===== src/rtl/div_pkg.sv =====
// Shared definitions for the sequential divider.
//   div_state_e   : FSM state encoding (IDLE, CALC, FIX, DONE)
//   STATE_W       : width of the state encoding
//   DBZ_QUOT_BIT  : fill bit for the quotient on divide-by-zero (all ones)
//   DBZ_FLAG      : value of div_by_zero when the divisor was zero
package div_pkg;

  localparam int STATE_W = 2;

  typedef enum logic [STATE_W-1:0] {
    IDLE = 2'd0,
    CALC = 2'd1,
    FIX  = 2'd2,
    DONE = 2'd3
  } div_state_e;

  localparam logic DBZ_QUOT_BIT = 1'b1;
  localparam logic DBZ_FLAG     = 1'b1;

endpackage


===== src/rtl/div_step.sv =====
// One restoring division iteration (combinational).
//   rem      : partial remainder, WIDTH+1 bits
//   dq       : dividend bits still to be shifted in / quotient bits produced
//   div      : divisor magnitude, WIDTH+1 bits
//   rem_next : partial remainder after this step
//   dq_next  : dq shifted left with the new quotient bit in bit 0
module div_step #(
  parameter int WIDTH = 8
) (
  input  logic [WIDTH:0]   rem,
  input  logic [WIDTH-1:0] dq,
  input  logic [WIDTH:0]   div,
  output logic [WIDTH:0]   rem_next,
  output logic [WIDTH-1:0] dq_next
);

  logic [WIDTH:0] shifted;

  always_comb begin
    // The partial remainder is always below the divisor, so its top bit is
    // zero and dropping it during the shift loses nothing.
    shifted = {rem[WIDTH-1:0], dq[WIDTH-1]};
    if (shifted >= div) begin
      rem_next = shifted - div;
      dq_next  = {dq[WIDTH-2:0], 1'b1};
    end else begin
      rem_next = shifted;
      dq_next  = {dq[WIDTH-2:0], 1'b0};
    end
  end

endmodule


===== src/rtl/seq_divider.sv =====
// Multi-cycle restoring integer divider, one quotient bit per clock.
//   clk, rst_n     : clock (rising edge), asynchronous active-low reset
//   in_valid/ready : operand handshake; a transfer happens on a rising edge
//                    where both are high. in_ready is high only in IDLE.
//   dividend, divisor, is_signed : operands (is_signed honoured if SIGNED_EN)
//   out_valid/ready: result handshake; out_valid holds with stable results
//                    until a rising edge where out_ready is also high.
//   quotient, remainder, div_by_zero : registered results
//   state_dbg      : current FSM state
module seq_divider
  import div_pkg::*;
#(
  parameter int WIDTH     = 8,
  parameter int SIGNED_EN = 1
) (
  input  logic             clk,
  input  logic             rst_n,
  input  logic             in_valid,
  output logic             in_ready,
  input  logic [WIDTH-1:0] dividend,
  input  logic [WIDTH-1:0] divisor,
  input  logic             is_signed,
  output logic             out_valid,
  input  logic             out_ready,
  output logic [WIDTH-1:0] quotient,
  output logic [WIDTH-1:0] remainder,
  output logic             div_by_zero,
  output div_state_e       state_dbg
);

  localparam int              CNT_W    = $clog2(WIDTH + 1);
  localparam logic [CNT_W-1:0] CNT_LOAD = CNT_W'(WIDTH);
  localparam logic [CNT_W-1:0] CNT_ONE  = CNT_W'(1);
  localparam logic [WIDTH:0]   ONE_X    = (WIDTH + 1)'(1);
  localparam logic [WIDTH-1:0] ONE_W    = WIDTH'(1);

  div_state_e       state_q, state_d;
  logic [WIDTH:0]   rem_acc_q, rem_acc_d;
  logic [WIDTH-1:0] dq_q, dq_d;
  logic [WIDTH:0]   div_q, div_d;
  logic [CNT_W-1:0] cnt_q, cnt_d;
  logic             neg_quot_q, neg_quot_d;
  logic             neg_rem_q, neg_rem_d;
  logic [WIDTH-1:0] quot_q, quot_d;
  logic [WIDTH-1:0] res_rem_q, res_rem_d;
  logic             dbz_q, dbz_d;

  logic             signed_op, a_neg, b_neg;
  logic [WIDTH:0]   a_mag, b_mag;
  logic [WIDTH:0]   step_rem;
  logic [WIDTH-1:0] step_dq;

  div_step #(.WIDTH(WIDTH)) u_step (
    .rem      (rem_acc_q),
    .dq       (dq_q),
    .div      (div_q),
    .rem_next (step_rem),
    .dq_next  (step_dq)
  );

  // Magnitudes are WIDTH+1 bits so that |MIN| is representable.
  always_comb begin
    signed_op = (SIGNED_EN != 0) && is_signed;
    a_neg     = signed_op && dividend[WIDTH-1];
    b_neg     = signed_op && divisor[WIDTH-1];
    a_mag     = a_neg ? ({1'b0, ~dividend} + ONE_X) : {1'b0, dividend};
    b_mag     = b_neg ? ({1'b0, ~divisor} + ONE_X) : {1'b0, divisor};
  end

  always_comb begin
    state_d    = state_q;
    rem_acc_d  = rem_acc_q;
    dq_d       = dq_q;
    div_d      = div_q;
    cnt_d      = cnt_q;
    neg_quot_d = neg_quot_q;
    neg_rem_d  = neg_rem_q;
    quot_d     = quot_q;
    res_rem_d  = res_rem_q;
    dbz_d      = dbz_q;

    unique case (state_q)
      IDLE: begin
        if (in_valid) begin
          rem_acc_d  = '0;
          dq_d       = a_mag[WIDTH-1:0];
          div_d      = b_mag;
          cnt_d      = CNT_LOAD;
          neg_quot_d = a_neg ^ b_neg;
          neg_rem_d  = a_neg;
          if (divisor == '0) begin
            // Zero divisor bypasses the iterations entirely.
            quot_d    = {WIDTH{DBZ_QUOT_BIT}};
            res_rem_d = dividend;
            dbz_d     = DBZ_FLAG;
            state_d   = DONE;
          end else begin
            state_d = CALC;
          end
        end
      end
      CALC: begin
        rem_acc_d = step_rem;
        dq_d      = step_dq;
        cnt_d     = cnt_q - CNT_ONE;
        if (cnt_q == CNT_ONE) begin
          state_d = FIX;
        end
      end
      FIX: begin
        quot_d    = neg_quot_q ? (~dq_q + ONE_W) : dq_q;
        res_rem_d = neg_rem_q ? (~rem_acc_q[WIDTH-1:0] + ONE_W)
                              : rem_acc_q[WIDTH-1:0];
        dbz_d     = 1'b0;
        state_d   = DONE;
      end
      DONE: begin
        if (out_ready) begin
          state_d = IDLE;
        end
      end
      default: state_d = IDLE;
    endcase
  end

  always_ff @(posedge clk or negedge rst_n) begin
    if (!rst_n) begin
      state_q    <= IDLE;
      rem_acc_q  <= '0;
      dq_q       <= '0;
      div_q      <= '0;
      cnt_q      <= '0;
      neg_quot_q <= 1'b0;
      neg_rem_q  <= 1'b0;
      quot_q     <= '0;
      res_rem_q  <= '0;
      dbz_q      <= 1'b0;
    end else begin
      state_q    <= state_d;
      rem_acc_q  <= rem_acc_d;
      dq_q       <= dq_d;
      div_q      <= div_d;
      cnt_q      <= cnt_d;
      neg_quot_q <= neg_quot_d;
      neg_rem_q  <= neg_rem_d;
      quot_q     <= quot_d;
      res_rem_q  <= res_rem_d;
      dbz_q      <= dbz_d;
    end
  end

  assign in_ready    = (state_q == IDLE);
  assign out_valid   = (state_q == DONE);
  assign quotient    = quot_q;
  assign remainder   = res_rem_q;
  assign div_by_zero = dbz_q;
  assign state_dbg   = state_q;

endmodule


===== config.mk =====
export PLATFORM = sky130hd
export DESIGN_NAME = seq_divider
export DESIGN_NICKNAME = d
export VERILOG_FILES = /design/src/rtl/div_pkg.sv /design/src/rtl/div_step.sv /design/src/rtl/seq_divider.sv
export SDC_FILE = /design/constraint.sdc
export NUM_CORES = 1
export LEC_CHECK = 0
export ABC_AREA = 1
export CAP_MARGIN = 20
export CORE_AREA = 2 2 91 75
export CTS_CLUSTER_SIZE = 28
export DETAILED_ROUTE_END_ITERATION = 8
export DIE_AREA = 0 0 93 77
export GPL_ROUTABILITY_DRIVEN = 0
export PLACE_DENSITY = 0.81
export SYNTH_ARGS = -nofsm -noshare
export SYNTH_HDL_FRONTEND = slang
export SYNTH_SLANG_ARGS = --single-unit

===== constraint.sdc =====
create_clock -name clk -period 2.21 [get_ports clk]
set_input_delay 0.442 -clock clk [delete_from_list [all_inputs] [get_ports clk]]
set_output_delay 0.442 -clock clk [all_outputs]
set_load 0.01 [all_outputs]

==> results.yml <==
status:
  status: "finished clean"
place:
  post-dp-hpwl_um: 6620
  detailed_place.area_um2: 3973
  dp.cells: 603
  port_buffers: 41
global_routing:
  grt_pass1_vias: 3091
  gr-usage-all-layers: 0.2484
  grt_start_max_net_pins: 51
  grt_pass1_wl_um: 14230
  overflow: 0
  antenna_found_initial: 0
timing:
  fin_worst_skew_ns: 0.003695
  finalMaxSlewViolations: 0
  holdWs_ns: 0.1039
  hold_viol: 0
  setup_violations: 0
  period_needed_ns: 2.118
  slew_headroom: 0.7051
  period_share: 0.9582
  tightestPinTransition_ns: 0.4411
  rsz0062_at_grt: "false"
  fmax_mhz: 472.2
  tns_ns: 0
floorplanning:
  die-area_um2: 7161
  fp.dieH_um: 77
  die_w_um: 93
  io_pins: 42
  rows: 26
  fp.coreArea_um2: 6246
  initial_utilization: 0.5487
finish:
  final_layout_size_suffix_gt1_frac: 0.08349
  mostFrequentLayoutCell: "nand2_1"
  fin_nets: 567
  diodes: 0
  final_cell_area_um2: 4118
  syn_to_final_growth_pct: 20.15
  final_cell_mix: "nand2_1 (129), inv_1 (66), dfrtp_1 (50)"
  fin_cells: 611
clocking:
  clock-sinks: 50
  postCtsSetupBuffers: 0
  cts_buffers: 5
  path_clk_slew_ns: 0.09
  root_buffer: "clkbuf_8"
  clk_latency_ns: 0.30
  cts_tree: "done"
  clockBufferDepth: 2
  htree_levels: 2
job:
  maxCapViolCount: 0
detailed_routing:
  drt_pass1_iterations: 5
  drt-wirelength-per-cell_um: 13.90
  wl_um: 8495
  drc_errors: 0
  drtIter0Drc: 282
  vias: 3264
  viasPerCell: 5.342
  antenna_left: 0
critical_path:
  cp.required_ns: 1.77
  path_class: "reg -> out"
  rrSetupSlack_ns: 0.27
  cp-start-kind: "flip-flop"
  critPathCaptureType: "output port"
  critical_path.max_fanout: 6
  arrival_ns: 1.68
  ff2ff_path_depth: 10
hold_path:
  holdCritPathClass: "in -> async"
synth:
  ys_warn_count: 0
  avgSynthCellArea_um2: 7.185
  synth.largest_area_cell: "dfrtp_1"
  synth_cells: 477
  yosysSeqAreaShare: 0.3651
  syn_area_um2: 3427
  yosys.area.top_type_share: 0.3651
  ys_ff_latch: 50
  syn_nets: 518
  synth.distinct_cells: 37
  synth_area_leaders: "dfrtp_1 (37%), nand2_1 (14%), inv_1 (7.2%), ha_1 (6.9%), nand3_1 (6.9%)"
power:
  power_density_nw_per_um2: 1534
  power_leakage_uw: 0.002076
  ir_drop_uv: 923.7
[cells by family after synthesis]
family | count (synthesis) | share of synthesized area
fa+ha+maj | 20 | 0.07521
compound gates | 82 | 0.1387
simple gates | 224 | 0.2822
xor+xnor | 16 | 0.04089
flops | 50 | 0.3651
buf+inv | 85 | 0.09784
[metal layers]
metal,vias up,global-route usage,share of wire
met5,-,0,0
met4,0,0.04853,0.0071
met3,9,0.04126,0.068
met2,130,0.3986,0.45
met1,1491,0.3579,0.47
li1,1634,-,-
[path summary, 6_finish.rpt]
check / startpoint / to
worst max-delay path: state_dbg[0] / in_ready
worst min-delay path: rst_n / quotient[7]
worst max register to register: rem_acc_q[3] / rem_acc_q[7]
worst min register to register: div_by_zero / div_by_zero
max in group asynchronous: rst_n / dq_q[2]
min in group clk: div_by_zero / div_by_zero
[report_power, final]
group,internal (uW),leakage [uW],switching (uW)
logic,1500,0.00139,2390
clock network,483,0.0000714,300
registers,1320,0.000612,319
[area by class of cell]
cell class,instances,area [um2]
Fill cell,554,2128
Multi-Input combinational cell,342,1843
Sequential cell,50,1251
Timing Repair Buffer,50,485.5
Inverter,77,290.3
Tap cell,84,105.1
Clock buffer,6,82.58
Clock inverter,2,60.06
[worst max-delay path, cell delays in order, from the launching register on]
cell	delay [ns]
dfrtp_1	0.43
inv_1	0.12
ha_2	0.27
clkdlybuf4s50_1	0.56
[through the flow]
stage               power [uW]    util  worst slack (ns)
floorplan                 4308       -            0.5186
global placement          5352  0.6360           0.09825
detailed placement        5468  0.6360           0.03221
CTS                       6280  0.6589           0.01582
global route              6902  0.6593           0.01869
finish                    6316  0.6593           0.09230
[state kept, by name (all words and copies together), names as in the netlist]
name and cells:
cnt_q 4, div_by_zero 1, div_q 9, dq_q 8
neg_quot_q 1, neg_rem_q 1, quotient 8, rem_acc_q 8
remainder 8, state_dbg 2
[repair_timing]
item                       4_1_cts  5_1_grt
gates resized for setup          0        1
setup endpoints to repair        0        1
hold buffers                     0        0
[cells in the mapped netlist, drive strengths merged]
cell      n
a21o      1
a21oi    29
a22oi     1
buf       4
clkbuf    4
clkinv    5
dfrtp    50
fa        1
ha       19
inv      72
nand2   132
nand3    48
nand3b    2
nand4     3
nor2     36
nor3      2
o211ai    7
o21ai    41
o221ai    1
o22ai     1
o31ai     1
or2       1
xnor2     2
xor2     14
(Power assumes the default switching activity.)
